[config.mk]
export PLATFORM = sky130hd
export DESIGN_NAME = fetch_stage
export DESIGN_NICKNAME = d
export VERILOG_FILES = /design/src/rtl/fetch_stage_pkg.sv /design/src/rtl/fetch_stage.sv
export SDC_FILE = /design/constraint.sdc
export NUM_CORES = 1
export LEC_CHECK = 0
export BUFFER_PORTS_ARGS = -buffer_cell sky130_fd_sc_hd__buf_4
export CELL_PAD_IN_SITES_DETAIL_PLACEMENT = 0
export CELL_PAD_IN_SITES_GLOBAL_PLACEMENT = 1
export CORE_MARGIN = 10
export CORE_UTILIZATION = 35
export CTS_CLUSTER_DIAMETER = 200
export DETAILED_ROUTE_END_ITERATION = 16
export PLACE_DENSITY = 0.87
export REMOVE_ABC_BUFFERS = 1
export SLEW_MARGIN = 40
export SYNTH_ARGS = -nofsm -noshare
export SYNTH_HDL_FRONTEND = slang
export SYNTH_SLANG_ARGS = --single-unit
[constraint.sdc]
create_clock -name clk -period 5.79 [get_ports clk]
set_input_delay 0.579 -clock clk [delete_from_list [all_inputs] [get_ports clk]]
set_output_delay 0.579 -clock clk [all_outputs]
set_load 0.005 [all_outputs]
[src/rtl/fetch_stage_pkg.sv]
// Shared widths and reset address for the fetch stage and its neighbours.
package fetch_stage_pkg;

  localparam int          FS_TO_DS_BUS_WD = 64;
  localparam int          BR_BUS_WD       = 33;
  localparam logic [31:0] FS_RESET_PC     = 32'h1c00_0000;
  localparam logic [31:0] PC_STEP         = 32'd4;

endpackage

[src/rtl/fetch_stage.sv]
// Instruction-fetch stage: one outstanding SRAM request, single output slot,
// redirect from decode cancels any in-flight wrong-path fetch.
module fetch_stage
  import fetch_stage_pkg::*;
#(
  parameter logic [31:0] RESET_PC = FS_RESET_PC
) (
  input  logic                       clk,
  input  logic                       reset,
  input  logic                       ds_allowin,
  input  logic [BR_BUS_WD-1:0]       br_bus,
  output logic                       fs_to_ds_valid,
  output logic [FS_TO_DS_BUS_WD-1:0] fs_to_ds_bus,
  output logic                       inst_sram_req,
  output logic [31:0]                inst_sram_addr,
  input  logic                       inst_sram_addr_ok,
  input  logic                       inst_sram_data_ok,
  input  logic [31:0]                inst_sram_rdata
);

  typedef enum logic [1:0] {
    IDLE = 2'd0,
    REQ  = 2'd1,
    RESP = 2'd2
  } fs_state_e;

  fs_state_e   state;
  fs_state_e   state_nxt;
  logic [31:0] next_pc;
  logic [31:0] req_pc;
  logic        cancel;
  logic        fs_valid;
  logic [31:0] fs_inst;
  logic [31:0] fs_pc;

  logic        br_taken;
  logic [31:0] br_target;
  logic        issue;
  logic        accept;
  logic        resp;

  assign br_taken  = br_bus[32];
  assign br_target = br_bus[31:0];

  // The request is raised from IDLE in the same cycle the slot frees up, so the
  // first fetch after reset and after a redirect costs no extra cycle.
  assign issue = (state == IDLE) && !reset && !br_taken && (!fs_valid || ds_allowin);

  assign inst_sram_req  = issue || (state == REQ);
  assign inst_sram_addr = (state == IDLE) ? next_pc : req_pc;
  assign accept         = inst_sram_req && inst_sram_addr_ok;
  assign resp           = (state == RESP) && inst_sram_data_ok;

  assign fs_to_ds_valid = fs_valid && !br_taken;
  assign fs_to_ds_bus   = {fs_inst, fs_pc};

  always_comb begin
    state_nxt = state;
    case (state)
      IDLE: begin
        if (issue) state_nxt = accept ? RESP : REQ;
      end
      REQ: begin
        if (accept) state_nxt = RESP;
      end
      RESP: begin
        if (resp) state_nxt = IDLE;
      end
      default: state_nxt = IDLE;
    endcase
  end

  always_ff @(posedge clk) begin
    if (reset) begin
      state    <= IDLE;
      next_pc  <= RESET_PC;
      req_pc   <= '0;
      cancel   <= 1'b0;
      fs_valid <= 1'b0;
      fs_inst  <= '0;
      fs_pc    <= '0;
    end else begin
      state <= state_nxt;

      if (issue) req_pc <= next_pc;

      // Once cancel is set next_pc already holds the redirect target, so the
      // late acceptance of the wrong-path request must not bump it.
      if (br_taken) begin
        next_pc <= br_target;
      end else if (accept && !cancel) begin
        next_pc <= inst_sram_addr + PC_STEP;
      end

      if (resp) begin
        cancel <= 1'b0;
      end else if (br_taken && (state != IDLE)) begin
        cancel <= 1'b1;
      end

      if (br_taken) begin
        fs_valid <= 1'b0;
      end else if (resp && !cancel) begin
        fs_valid <= 1'b1;
        fs_inst  <= inst_sram_rdata;
        fs_pc    <= req_pc;
      end else if (fs_to_ds_valid && ds_allowin) begin
        fs_valid <= 1'b0;
      end
    end
  end

endmodule
==> flow_summary.json, run 1 <==
{
  "drt-pass1-iter-count": 5,
  "antenna_cells": 0,
  "drt_iter0_drc": 492,
  "power.density_mw_per_mm2": 291,
  "slowest_delay_ps": 590,
  "antenna_found_initial": 0,
  "rows": 48,
  "syn_avg_cell_area_um2": 7.74,
  "cp_max_fo": 34,
  "synthMuxAreaShare_pct": 3.09,
  "path_class": "flip-flop to flip-flop",
  "synthToLayoutAreaGrowth_pct": 32.6,
  "track_usage_pct": 16.0,
  "dp_hpwl_um": 13400,
  "synth-main-ff-cell": "dfxtp_1",
  "ys_seq_area_share_pct": 42.6,
  "num_vias": 5903,
  "grt_pass1_vias": 5439,
  "cts_root_buffer": "clkbuf_16",
  "status": "finished clean",
  "drt_wl_total_um": 19500,
  "finalSetupTns_ps": 0,
  "cts_buffer_depth": 2,
  "finalClockSkew_ps": 7.65,
  "finalMaxSlewViolations": 0,
  "layout-drive-gt1-share_pct": 24.7,
  "grt_pass1_wl_um": 30800,
  "vias_per_cell": 5.02,
  "period_share_pct": 55.8,
  "grt_overflow": 0,
  "met2_wirelength_um": 9100,
  "clk_latency_ps": 420,
  "setup_violations": 0,
  "synth_top_family_by_area": "simple AND/OR/NAND/NOR gates",
  "htree_levels": 4,
  "synthArstFlopShare_pct": 0,
  "p_leak_nw": 3.22,
  "portBuffers": 167,
  "crit_chain": "or2_2, buf_4, o21ai_1, nand4_2, or4_1, xor2_1, a2111oi_1",
  "crit_family": "simple AND/OR/NAND/NOR gates",
  "start_util_pct": 35.7,
  "cts_setup_buffers": 0,
  "hold_ws_ps": 357,
  "die_w_um": 153,
  "syn_inst": 801,
  "synth_compound_area_share_pct": 17.8,
  "utilization_pct": 47.4,
  "ys_warn_count": 0,
  "tightest_slew_ps": 829,
  "ios": 168,
  "cap_viol_max_count": 0,
  "coreArea_mm2": 0.0174,
  "wirelength_met1_um": 8890,
  "place.gp.congestion": 0.813,
  "peakVddDrop_v": 0.000208,
  "die_area_mm2": 0.0234,
  "post-route-min-period_ps": 3230,
  "synth_area_mm2": 0.00620,
  "slowest_stage": "or4_1",
  "cp.required_ps": 6100,
  "synth-edff-count": 0,
  "start_kind": "flip-flop",
  "cts-resized-gates": 0,
  "fillCellCount": 1778,
  "synth_fa_ha_area_share_pct": 0.202,
  "fmax_ghz": 0.309,
  "synth.distinct_cells": 53,
  "drc": 0,
  "yosys.area_share.xor_xnor_pct": 3.11,
  "cts.clk_slew.worst_paths_ps": 60,
  "clock_sinks": 132,
  "grt_max_degree": 81,
  "critPathArrivalTime_ps": 3550,
  "cts_buffers": 17,
  "hold_class": "primary input to flip-flop",
  "rsz0062_at_grt": "false",
  "wl_met3_um": 1230,
  "max_slew_margin_pct": 44.8,
  "cts_tree": "done",
  "synth-simple-area-share_pct": 29.0,
  "nNetsFinal": 1009,
  "wl_per_cell_um": 16.6,
  "highest_layer": "met4",
  "synth_seq_cells": 132,
  "ant_nets": 0,
  "die_h_um": 153,
  "end_kind": "flip-flop",
  "finalHoldViolCount": 0,
  "hold_buffers": 0,
  "crit_buf_inv": 1
}
## synth_stat cells (4+ instances only)
library cell	instances	area share, %
nor3_1	14	1.1
or4bb_1	4	0.73
xor2_1	9	1.3
clkbuf_1	50	3.0
nor3b_1	15	1.8
a211oi_1	4	0.48
dfxtp_1	132	43
nor2_1	20	1.2
a21oi_1	89	7.2
mux2i_1	9	1.5
nand3_1	9	0.73
mux2_2	9	1.6
inv_1	7	0.42
o22ai_1	4	0.40
a221oi_1	4	0.56
a22oi_1	6	0.73
nand4bb_1	4	0.73
o211ai_1	14	1.7
nand2_1	231	14
buf_2	5	0.40
nand2b_1	34	3.4
xnor2_1	13	1.8
o21ai_0	48	3.9
nor2b_1	16	1.6
## through the flow
step           std cells  total power (W)  instance area (um^2)  setup WS, ps
2_1_floorplan        743          0.00110                  5970          1300
3_3_place_gp        1143          0.00124                  7580          2340
3_5_place_dp        1143          0.00124                  7580          2580
4_1_cts             1175          0.00242                  8220          2570
5_1_grt             1176          0.00249                  8230          2330
6_report            1176          0.00239                  8230          2560
## kinds of logic (layout without fill, tap and decap cells)
| kind of cell | Yosys count | count (layout) |
|---|---|---|
| XOR/XNOR | 22 | 22 |
| AND/OR/NAND/NOR | 376 | 376 |
| buffers and inverters | 65 | 215 |
| AO/OA/AOI/OAI | 187 | 187 |
| adder cells (fa/ha/maj) | 1 | 1 |
| flip-flops | 132 | 132 |
| multiplexers | 18 | 18 |
## final timing paths
| kind | from | to | slack (ps) | cells past startpoint |
|---|---|---|---|---|
| max | state[1] | next_pc[30] | 2560 | 7 |
| min | inst_sram_addr_ok | state[0] | 360 | 2 |
| max reg2reg | state[1] | next_pc[30] | 2560 | 7 |
| min reg2reg | fs_inst[20] | fs_inst[20] | 450 | 2 |
## flip-flops by register name (all words and copies together) (netlist names)
signal and flops:
fs_inst 32, next_pc 32, state 2, fs_valid 1
req_pc 32, fs_pc 32, cancel 1
## report_power, final
part,leakage [nW],internal (W),switching (W)
registers,1.08,0.000941,0.0000363
clock network,0.317,0.000764,0.000404
logic,1.83,0.000117,0.000130
## layout by cell type (no fill, tap or decap), types with 6 or more instances in the layout
cell type	netlist	routed
o211ai_1	14	14
nand2_1	231	231
nand3_1	9	9
dfxtp_1	132	130
xor2_1	9	9
clkbuf_16	0	17
mux2i_1	9	9
mux2_2	9	9
inv_1	7	7
nor3b_1	15	15
a22oi_1	6	6
xnor2_1	13	13
buf_4	0	175
a21oi_1	89	89
o21ai_0	48	48
nor2_1	20	18
nor3_1	14	13
nand2b_1	34	34
nor2b_1	16	16
## per-layer routing
metal	vias up	track usage, %
met2	148	24.9
li1	3008	-
met5	-	0
met4	0	5.09
met1	2726	20.5
met3	21	4.97
## layout make-up
class	count	area, um^2	area share (%)
tap	225	282	3.42
multi-input combinational	604	3320	40.3
timing repair buffer	176	1320	16.0
sequential	132	2650	32.2
clock buffer	23	488	5.93
clock inverter	9	149	1.81
inverter	7	26.3	0.319
No activity file was read; power rests on OpenSTA's default activity.
==> run 2: changes to the inputs <==
Settings changed: ABC_AREA set to 1, CORE_UTILIZATION 35 to 33, PLACE_DENSITY 0.87 to 0.88.
Clock period 5.79 ns to 2.6 ns, I/O delays scaled along.
==> flow_summary.json, run 2 <==
{
  "status": "finished clean",
  "drc": 0,
  "end_kind": "flip-flop",
  "grt_pass1_vias": 5863,
  "place.gp.congestion": 0.906,
  "cts_buffers": 17,
  "fmax_ghz": 0.436,
  "peakVddDrop_v": 0.000415,
  "finalClockSkew_ps": 11.7,
  "wl_per_cell_um": 14.8,
  "r2r_start": "state[0]",
  "antenna_found_initial": 0,
  "cp_max_fo": 16,
  "path_class": "flip-flop to flip-flop",
  "finalMaxSlewViolations": 0,
  "slowest_delay_ps": 390,
  "critPathArrivalTime_ps": 2610,
  "whs_path_depth": 3,
  "die_h_um": 157,
  "cts.clk_slew.worst_paths_ps": 60,
  "cap_viol_max_count": 0,
  "die_area_mm2": 0.0248,
  "antenna_cells": 0,
  "start_util_pct": 33.4,
  "place_inst": 1293,
  "htree_levels": 4,
  "max_slew_margin_pct": 48.5,
  "synth.most_common_cell": "nand2_1",
  "cp.required_ps": 2910,
  "rows": 50,
  "crit_buf_inv": 3,
  "grt_pass1_wl_um": 30700,
  "rsz0062_at_grt": "false",
  "drt-pass1-iter-count": 7,
  "cpMostUsedCell": "nand2_1",
  "p_leak_nw": 3.57,
  "utilization_pct": 44.6,
  "coreArea_mm2": 0.0186,
  "hold_class": "primary input to flip-flop",
  "ff2ff_path_depth": 13,
  "cts_setup_buffers": 0,
  "period_share_pct": 88.2,
  "yosysTopAreaCell": "dfxtp_1",
  "start_kind": "flip-flop",
  "crit_family": "simple AND/OR/NAND/NOR gates",
  "synth-edff-count": 0,
  "synth_seq_cells": 132,
  "synth.distinct_cells": 36,
  "cts_tree": "done",
  "portBuffers": 167,
  "ys_warn_count": 0,
  "post-route-min-period_ps": 2290,
  "clock_sinks": 132,
  "cts_root_buffer": "clkbuf_16",
  "final_common_cell": "nand2_1",
  "dp_hpwl_um": 14300,
  "r2r_end": "next_pc[26]",
  "tightest_slew_ps": 772,
  "die_w_um": 157,
  "finalHoldViolCount": 0,
  "synthToLayoutAreaGrowth_pct": 33.5,
  "total_power_w": 0.00601,
  "worst-path-stages": 13,
  "setup_violations": 0,
  "synth-main-ff-cell": "dfxtp_1",
  "syn_avg_cell_area_um2": 6.73,
  "final_cells": 1322,
  "synth_top_area_share_pct": 42.4,
  "cts_buffer_depth": 2,
  "slowest_stage": "dfxtp_2",
  "drt_iter0_drc": 318,
  "track_usage_pct": 15.5,
  "synthArstFlopShare_pct": 0,
  "drt_wl_total_um": 19600,
  "crit_chain": "inv_2, nand2_4, o21ai_0, inv_1, ha_1, inv_1, nor2_4, nand2_1, nor2_2, nand3b_1, xnor2_1, nand2_1, nand2_1",
  "hold_end": "fs_inst[30]",
  "power.density_mw_per_mm2": 723,
  "synth.area.top_cells": "dfxtp_1 (42%), nand2_1 (14%), o21ai_0 (8.1%)",
  "synth_area_mm2": 0.00623,
  "vias_per_cell": 4.70,
  "ys_seq_area_share_pct": 42.4,
  "synth_top_cells_by_count": "nand2_1 (239), dfxtp_1 (132), inv_1 (108)",
  "fillCellCount": 1942,
  "grt_max_degree": 104,
  "layout-drive-gt1-share_pct": 23.2,
  "ant_nets": 0,
  "num_vias": 6211,
  "nNetsFinal": 1149,
  "finalSetupTns_ps": 0,
  "r2r_slack_ps": 310,
  "final_cell_mix": "nand2_1 (239), buf_4 (182), dfxtp_1 (130)",
  "grt_overflow": 0,
  "ios": 168,
  "clk_latency_ps": 420,
  "syn_inst": 925,
  "min_from": "inst_sram_rdata[30]",
  "fin_area_mm2": 0.00831,
  "place_area_mm2": 0.00770
}
run 2: cell count changes after synthesis, moves of 13 or more:
cell	previous run	this run
inv_1	7	108
nand3_1	9	63
o21ai_0	48	101
nor2_1	20	62
nand2b_1	34	0
nor2b_1	16	0
nand2_2	0	15
nor3b_1	15	0
clkbuf_1	50	36
o211ai_1	14	1
run 2: logic make-up (layout without fill, tap and decap cells):
| kind of cell | count (synthesis) | in the layout | synth area share [%] |
|---|---|---|---|
| DFF | 132 | 132 | 42.4 |
| AOI/OAI and AO/OA | 213 | 213 | 17.8 |
| xor gates and xnor gates | 8 | 8 | 1.13 |
| buffers and inverters | 163 | 326 | 10.3 |
| adders and majority gates | 1 | 1 | 0.201 |
| and+or+nand+nor | 408 | 408 | 28.1 |
run 2: tightest hold or removal path, delay by kind of cell:
kind | cells | cell delay, ps
compound gates | 2 | 170
buf+inv | 1 | 70
run 2: metrics by stage:
stage	hold slack, ps	worst slack, ps
global placement	432	271
detailed placement	436	154
global route	124	14.2
CTS	94.0	140
floorplan	322	-959
finish	120	306
run 2: what timing repair did:
item	in CTS	in global routing
endpoints found under the hold margin	0	0
gates resized for setup	0	3
setup endpoints to repair	0	5
hold buffers	0	0
run 2: area by class of cell:
class                           instances  area, um^2  share of cell area [%]
Multi-Input combinational cell        630        2960                    35.6
Sequential cell                       132        2650                    31.8
Timing Repair Buffer                  183        1390                    16.7
Clock buffer                           25         505                    6.08
Inverter                              114         428                    5.15
Tap cell                              234         293                    3.52
Clock inverter                          4        95.1                    1.14
run 2: how the worst max path moves through the flow:
stage	startpoint	to
2_1_floorplan	state[1]	fs_inst[0]
3_3_place_gp	state[0]	next_pc[26]
3_5_place_dp	state[0]	next_pc[26]
4_1_cts	state[0]	next_pc[26]
5_1_grt	state[0]	next_pc[26]
6_report	state[0]	next_pc[26]
run 2: report_power, final:
group          total, W  internal (W)  leakage [nW]  switching (W)
Clock           0.00248       0.00162         0.295       0.000857
Combinational   0.00126      0.000499          2.20       0.000766
Sequential      0.00226       0.00217          1.08      0.0000978
Total           0.00601       0.00428          3.57        0.00172
run 2: per-layer routing:
layer / wire length [um] / vias to the layer above / share of wire, % / track usage [%]
met5: 0 / - / 0 / 0
met4: 396 / 0 / 2.0 / 5.16
met3: 1500 / 24 / 7.6 / 5.62
met2: 8850 / 168 / 45 / 25.2
met1: 8880 / 2755 / 45 / 18.5
li1: - / 3264 / - / -
